## src/rtl/interp_pkg.sv

```systemverilog
// Shared definitions for the fractional interpolation tap-sum stage.
//
// Contents:
//   N_TAPS     number of filter taps feeding the sum stage
//   FRAC_W     width of the fractional-position sideband
//   COEF_SHIFT log2 of the coefficient-set sum (every set sums to 64)
//   ACC_W      width used by the round/clip helpers
//   OUT_EXTRA  extra output bits when clipping is disabled
//   round_shift()   round-half-up then arithmetic shift right
//   clip_unsigned() clamp a signed value into [0, 2^bit_depth-1]
//
// Configuration macro: INTERP_TAP_SUM_CLIP_EN
//   defined     -> output is clipped to BIT_DEPTH unsigned bits
//   not defined -> output is BIT_DEPTH+2 signed bits, no clipping
package interp_pkg;

    localparam int unsigned N_TAPS     = 8;
    localparam int unsigned FRAC_W     = 4;
    localparam int unsigned COEF_SHIFT = 6;
    localparam int unsigned ACC_W      = 64;

`ifdef INTERP_TAP_SUM_CLIP_EN
    localparam int unsigned OUT_EXTRA = 0;
`else
    localparam int unsigned OUT_EXTRA = 2;
`endif

    // (sum + 2^(shift-1)) >>> shift; floors toward -inf for negatives. shift must be >= 1.
    function automatic logic signed [ACC_W-1:0] round_shift(
        input logic signed [ACC_W-1:0] sum,
        input int unsigned             shift
    );
        logic signed [ACC_W-1:0] half;
        half = 64'sd1 <<< (shift - 1);
        return (sum + half) >>> shift;
    endfunction

    function automatic logic [ACC_W-1:0] clip_unsigned(
        input logic signed [ACC_W-1:0] v,
        input int unsigned             bit_depth
    );
        logic signed [ACC_W-1:0] maxv;
        maxv = (64'sd1 <<< bit_depth) - 64'sd1;
        if (v < 64'sd0) begin
            return '0;
        end else if (v > maxv) begin
            return maxv;
        end else begin
            return v;
        end
    endfunction

endpackage

```

## src/rtl/interp_add_tree.sv

```systemverilog
// One combinational level of the pairwise adder tree.
//
// Sums adjacent lanes: dout lane i = din lane 2i + din lane 2i+1. Lanes are already
// sign-extended wide enough by the caller, so a plain modular add is exact.
//
// Parameters:
//   N_IN  number of input lanes (even)
//   W     lane width
// Ports:
//   din   in   N_IN*W      packed input lanes, lane k at [k*W +: W]
//   dout  out  N_IN/2*W    packed pairwise sums
module interp_add_tree #(
    parameter int unsigned N_IN = 8,
    parameter int unsigned W    = 35
) (
    input  logic [N_IN*W-1:0]     din,
    output logic [(N_IN/2)*W-1:0] dout
);

    for (genvar i = 0; i < N_IN / 2; i++) begin : g_pair
        assign dout[i*W +: W] = din[(2*i)*W +: W] + din[(2*i+1)*W +: W];
    end

endmodule

```

## src/rtl/interp_tap_sum.sv

```systemverilog
// Downstream sum stage of the 8-tap interpolation filter.
//
// Adds the eight per-tap products of one fractional position through a 3-stage
// pipeline (8->4 | 4->2->1 | round/shift/clip), and emits one sample per accepted
// input with valid/ready on both sides. All stages share one enable, so a stalled
// output freezes the whole pipe and bubbles stay in place.
//
// Ports:
//   clk         in   1                     rising-edge clock
//   rst_n       in   1                     synchronous reset, active low
//   in_valid    in   1                     product set valid
//   in_ready    out  1                     stage can accept (combinational)
//   in_prod     in   8*W_PROD              signed products, tap k at [k*W_PROD +: W_PROD]
//   in_frac     in   4                     fractional position sideband
//   out_valid   out  1                     out_sample valid
//   out_ready   in   1                     consumer accepts
//   out_sample  out  BIT_DEPTH(+2)         interpolated sample
//   out_frac    out  4                     in_frac of the same transfer
//   out_last    out  1                     last sample of a row of ROW_LEN
//
// Configuration macro: INTERP_TAP_SUM_CLIP_EN
//   defined     -> out_sample is BIT_DEPTH bits, clipped to [0, 2^BIT_DEPTH-1]
//   not defined -> out_sample is BIT_DEPTH+2 bits, signed, unclipped
module interp_tap_sum
    import interp_pkg::*;
#(
    parameter int unsigned W_PROD    = 32,
    parameter int unsigned SHIFT     = COEF_SHIFT,
    parameter int unsigned BIT_DEPTH = 10,
    parameter int unsigned ROW_LEN   = 16
) (
    input  logic                            clk,
    input  logic                            rst_n,
    input  logic                            in_valid,
    output logic                            in_ready,
    input  logic [N_TAPS*W_PROD-1:0]        in_prod,
    input  logic [FRAC_W-1:0]               in_frac,
    output logic                            out_valid,
    input  logic                            out_ready,
    output logic [BIT_DEPTH+OUT_EXTRA-1:0]  out_sample,
    output logic [FRAC_W-1:0]               out_frac,
    output logic                            out_last
);

    // Three guard bits cover the growth of an 8-input sum.
    localparam int unsigned SUM_W = W_PROD + 3;
    localparam int unsigned OUT_W = BIT_DEPTH + OUT_EXTRA;
    localparam int unsigned CNT_W = (ROW_LEN > 1) ? $clog2(ROW_LEN) : 1;
    localparam logic [CNT_W-1:0] CNT_LAST = CNT_W'(ROW_LEN - 1);

    logic en;

    logic [N_TAPS*SUM_W-1:0]     prod_ext;
    logic [(N_TAPS/2)*SUM_W-1:0] l0_sum;
    logic [(N_TAPS/4)*SUM_W-1:0] l1_sum;
    logic [SUM_W-1:0]            l2_sum;

    logic                        s1_valid_q;
    logic [(N_TAPS/2)*SUM_W-1:0] s1_sum_q;
    logic [FRAC_W-1:0]           s1_frac_q;

    logic                        s2_valid_q;
    logic signed [SUM_W-1:0]     s2_sum_q;
    logic [FRAC_W-1:0]           s2_frac_q;

    logic                        out_valid_q;
    logic [OUT_W-1:0]            out_sample_q;
    logic [FRAC_W-1:0]           out_frac_q;

    logic [CNT_W-1:0]            row_cnt_q;
    logic [CNT_W-1:0]            row_cnt_d;

    logic signed [ACC_W-1:0]     sum_ext;
    logic signed [ACC_W-1:0]     rnd;
    logic [OUT_W-1:0]            sample_d;

    // Handshake: the whole pipe moves whenever the output register is free or draining.
    assign en        = !out_valid_q || out_ready;
    assign in_ready  = en;
    assign out_valid = out_valid_q;
    assign out_sample = out_sample_q;
    assign out_frac  = out_frac_q;
    // Gated by out_valid so reset and idle show 0 even when ROW_LEN == 1.
    assign out_last  = out_valid_q && (row_cnt_q == CNT_LAST);

    for (genvar k = 0; k < N_TAPS; k++) begin : g_ext
        assign prod_ext[k*SUM_W +: SUM_W] =
            {{(SUM_W - W_PROD){in_prod[k*W_PROD + W_PROD - 1]}}, in_prod[k*W_PROD +: W_PROD]};
    end

    interp_add_tree #(
        .N_IN (N_TAPS),
        .W    (SUM_W)
    ) u_add_l0 (
        .din  (prod_ext),
        .dout (l0_sum)
    );

    interp_add_tree #(
        .N_IN (N_TAPS / 2),
        .W    (SUM_W)
    ) u_add_l1 (
        .din  (s1_sum_q),
        .dout (l1_sum)
    );

    interp_add_tree #(
        .N_IN (N_TAPS / 4),
        .W    (SUM_W)
    ) u_add_l2 (
        .din  (l1_sum),
        .dout (l2_sum)
    );

    assign sum_ext = {{(ACC_W - SUM_W){s2_sum_q[SUM_W-1]}}, s2_sum_q};
    assign rnd     = round_shift(sum_ext, SHIFT);

`ifdef INTERP_TAP_SUM_CLIP_EN
    logic [ACC_W-1:0] clipped;
    logic             unused_clip_hi;
    assign clipped        = clip_unsigned(rnd, BIT_DEPTH);
    assign sample_d       = clipped[OUT_W-1:0];
    assign unused_clip_hi = ^clipped[ACC_W-1:OUT_W];
`else
    // Low bits only: the first 2-D pass keeps a signed value with two headroom bits.
    logic unused_rnd_hi;
    assign sample_d      = rnd[OUT_W-1:0];
    assign unused_rnd_hi = ^rnd[ACC_W-1:OUT_W];
`endif

    always_ff @(posedge clk) begin
        if (!rst_n) begin
            s1_valid_q   <= 1'b0;
            s1_sum_q     <= '0;
            s1_frac_q    <= '0;
            s2_valid_q   <= 1'b0;
            s2_sum_q     <= '0;
            s2_frac_q    <= '0;
            out_valid_q  <= 1'b0;
            out_sample_q <= '0;
            out_frac_q   <= '0;
        end else if (en) begin
            s1_valid_q  <= in_valid;
            s2_valid_q  <= s1_valid_q;
            out_valid_q <= s2_valid_q;
            if (in_valid) begin
                s1_sum_q  <= l0_sum;
                s1_frac_q <= in_frac;
            end
            if (s1_valid_q) begin
                s2_sum_q  <= l2_sum;
                s2_frac_q <= s1_frac_q;
            end
            // Reloads in the same cycle the previous sample drains: no bubble inserted.
            if (s2_valid_q) begin
                out_sample_q <= sample_d;
                out_frac_q   <= s2_frac_q;
            end
        end
    end

    always_comb begin
        row_cnt_d = row_cnt_q;
        if (out_valid_q && out_ready) begin
            if (row_cnt_q == CNT_LAST) begin
                row_cnt_d = '0;
            end else begin
                row_cnt_d = row_cnt_q + CNT_W'(1);
            end
        end
    end

    always_ff @(posedge clk) begin
        if (!rst_n) begin
            row_cnt_q <= '0;
        end else begin
            row_cnt_q <= row_cnt_d;
        end
    end

endmodule

```

## config.mk

```make
export PLATFORM = sky130hd
export DESIGN_NAME = interp_tap_sum
export DESIGN_NICKNAME = d
export VERILOG_FILES = /design/src/rtl/interp_pkg.sv /design/src/rtl/interp_add_tree.sv /design/src/rtl/interp_tap_sum.sv
export SDC_FILE = /design/constraint.sdc
export NUM_CORES = 1
export LEC_CHECK = 0
export CAP_MARGIN = 40
export CELL_PAD_IN_SITES_DETAIL_PLACEMENT = 1
export CELL_PAD_IN_SITES_GLOBAL_PLACEMENT = 2
export CORE_MARGIN = 2
export CORE_UTILIZATION = 29
export CTS_CLUSTER_DIAMETER = 50
export DETAILED_ROUTE_END_ITERATION = 8
export PLACE_DENSITY_LB_ADDON = 0.05
export SYNTH_ARGS = -nofsm -noshare
export SYNTH_HDL_FRONTEND = slang
export SYNTH_SLANG_ARGS = --single-unit
```

## constraint.sdc

```tcl
create_clock -name clk -period 6.5 [get_ports clk]
set_input_delay 0.975 -clock clk [delete_from_list [all_inputs] [get_ports clk]]
set_output_delay 0.975 -clock clk [all_outputs]
set_load 0.02 [all_outputs]
```

==> flow_summary.ini <==
[synthesis]
synth_top_cell_area_share_pct = 26.03
synth_top_cell_by_area = dfxtp_1
synth_ff_type = dfxtp_1
synth.lib_cells_used.distinct = 70
synth_edf_count = 0
async_flop_share_pct = 0
ys_seq_area_share_pct = 26.03
synth_area_leaders = dfxtp_1, ha_1, fa_1, a21oi_1, nand2_1
postSynthAreaPerCell_sq_um = 8.008
ys_ff_latch = 116
synthCells = 1114
syn-num-nets = 1500
ys_warn_count = 0
syn_area_sq_mm = 0.008921

[clocking]
cts_hold_buffers = 0
cts_root_buf = clkbuf_16
ctsResizeCount = 0
cts_max_level = 4
cts.sinks = 116
cts_buffers = 17
clock_path_buffers = 2
clk_pin_slew_ns = 0.06
clk_latency_ns = 0.43
cts_setup_buffers = 0
cts_tree = yes

[flow_run]
drv_cap = 0

[timing]
setup_tns_ns = 0
worstMarginPinSlew_ns = 0.8282
maxClockFrequency_mhz = 290.0
finalHoldViolations = 0
fin_crit_sh_pct = 53.05
holdWs_ns = 0.4497
skew_ns = 0.008381
setup_violations = 0
min_period_ns = 3.448
report.final.slew_viol_count = 0
relSlewSlack_pct = 44.79
grt_setup_unrepaired = false
setup_ws_ns = 3.052

[status]
outcome = complete, no violations

[floorplanning]
io_pins = 283
rows = 64
fp.dieArea_sq_mm = 0.03218
fp.dieW_um = 179.4
initial_core_util_pct = 29.32
core_area_sq_mm = 0.03043
fp.dieH_um = 179.4

[critical_path]
crit_type = in -> out
required_ns = 5.52
cp_max_fo = 9
ff2ff_setup_slack_ns = 3.11
crit_arrival_ns = 2.47
setup.worst_path.end_class = primary output
cp-start-kind = primary input
worstRegToRegCells = 12

[cells_and_area]
syn2layout_area_growth_pct = 30.08
fin_area_sq_mm = 0.01160
antenna_cells = 0
finish.utilization_pct = 38.14
drive_gt1_share_pct = 4.662
fin_cells = 1683
num-nets-final = 1660

[global_routing]
antenna_found_initial = 0
track_usage_pct = 17.00
grt_pass1_vias = 8333
grt_max_degree = 61
overflow = 0
grt_pass1_wl_um = 42910
grt_util_met2_pct = 30.91
grt.busiest_layer = met2
grtUsageMet1_pct = 21.15
gr-usage-met3_pct = 2.869

[placement]
dpl_cell_area_sq_mm = 0.01102
numPortBuffers = 170
gp_congestion = 0.7612
hpwl_um = 21130
placed_cells = 1651
pre_cts_ws_ns = 2.672

[detailed_routing]
drt_iter0_markers = 223
drt.antenna.violating_nets = 0
via_per_inst = 4.881
routed_wl_um = 26320
firstDrtPassIters = 4
wl_per_cell_um = 15.64
drc = 0
vias = 8215

[power]
p_leak_nw = 4.704
fin_total_pwr_mw = 2.700
cellPowerDensity_mw_per_mm2 = 232.7
vdd_drop_max_uv = 198.7

[hold_path]
hold_path_class = reg -> reg
hold_depth = 2
## Yosys cell counts (5+ instances only)
master / number
nand2_1: 131
dfxtp_1: 116
inv_1: 110
a21oi_1: 109
ha_1: 85
nor2_1: 79
o21ai_0: 44
fa_1: 37
xnor2_1: 37
a21o_1: 31
a211oi_1: 30
nand3_1: 29
xor2_1: 25
nor3_1: 23
o21ai_1: 20
clkbuf_1: 19
and3_1: 16
o21a_1: 15
buf_2: 13
or3_1: 13
nand2b_1: 12
nor2b_1: 12
a31oi_1: 8
nand4_1: 8
o31ai_1: 7
and2_1: 5
nor4_1: 5
o211ai_1: 5
## worst max-delay path, stage by stage
cell and delay, ns:
clkdlybuf4s50_1 0.57, nor2b_2 0.09, inv_2 0.19, clkdlybuf4s50_1 0.64
## cells in the final DEF (no fill, tap or decap), types with 4 or more instances in the layout
cell type,count
ha_1,85
or3_1,13
xor2_1,25
nand2b_1,12
xnor2_1,37
nand3b_1,4
dfxtp_1,116
nand4_1,8
o31ai_1,7
a21oi_1,109
a21o_1,31
and3_1,16
o21ai_0,44
nor2_1,79
inv_6,5
inv_1,110
nor2b_1,12
buf_4,4
o211ai_1,5
o21a_1,15
nand2_1,130
clkbuf_16,17
a31oi_1,8
a211oi_1,30
nor4_1,5
nand3_1,29
a221o_1,4
nor3_1,23
fa_1,37
clkinv_4,4
clkdlybuf4s50_1,170
o21ai_1,20
and2_1,4
## power breakdown
| part | switching [mW] | internal [mW] |
|---|---|---|
| clock | 0.383 | 0.546 |
| sequential | 0.0467 | 0.780 |
| combinational | 0.521 | 0.425 |
## layer usage
| layer | vias to the layer above | wire (um) | share of wire, % |
|---|---|---|---|
| met1 | 3903 | 12120 | 46 |
| li1 | 4195 | - | - |
| met5 | - | 0 | 0 |
| met2 | 104 | 13350 | 51 |
| met3 | 13 | 650 | 2.5 |
| met4 | 0 | 196 | 0.74 |
## cell type report
class,count,area (sq um)
clock buffers,18,439.2
clock inverters,14,142.6
fillers,3661,18820
inverters,112,420.4
multi-input cells,852,6038
flip-flops and latches,116,2322
well taps,396,495.5
repair buffers,175,1747
## registers in the layout, indices dropped and copies added, names as in the netlist
| name | flops |
|---|---|
| s1_sum_q | 72 |
| out_frac | 4 |
| row_cnt_q | 4 |
| s2_valid_q | 1 |
| s2_frac_q | 4 |
| s2_sum_q | 13 |
| s1_valid_q | 1 |
| s1_frac_q | 4 |
| out_sample | 12 |
| out_valid | 1 |
## cells by family after synthesis
kind of cell / Yosys count / share of synthesized area (%)
buffers and inverters: 146 / 6.325
AOI/OAI and AO/OA: 312 / 22.26
DFF: 116 / 26.03
and+or+nand+nor: 352 / 18.61
muxes: 4 / 0.4628
adders and majority gates: 122 / 20.22
xor gates and xnor gates: 62 / 6.087
## path summary, 6_finish.rpt
kind | from | to
hold reg to reg | s1_sum_q[120] | s1_sum_q[120]
setup reg to reg | s1_sum_q[2] | s2_sum_q[14]
setup / recovery | out_ready | in_ready
hold / removal | s1_sum_q[120] | s1_sum_q[120]
Power figures use the tool's default switching activity.
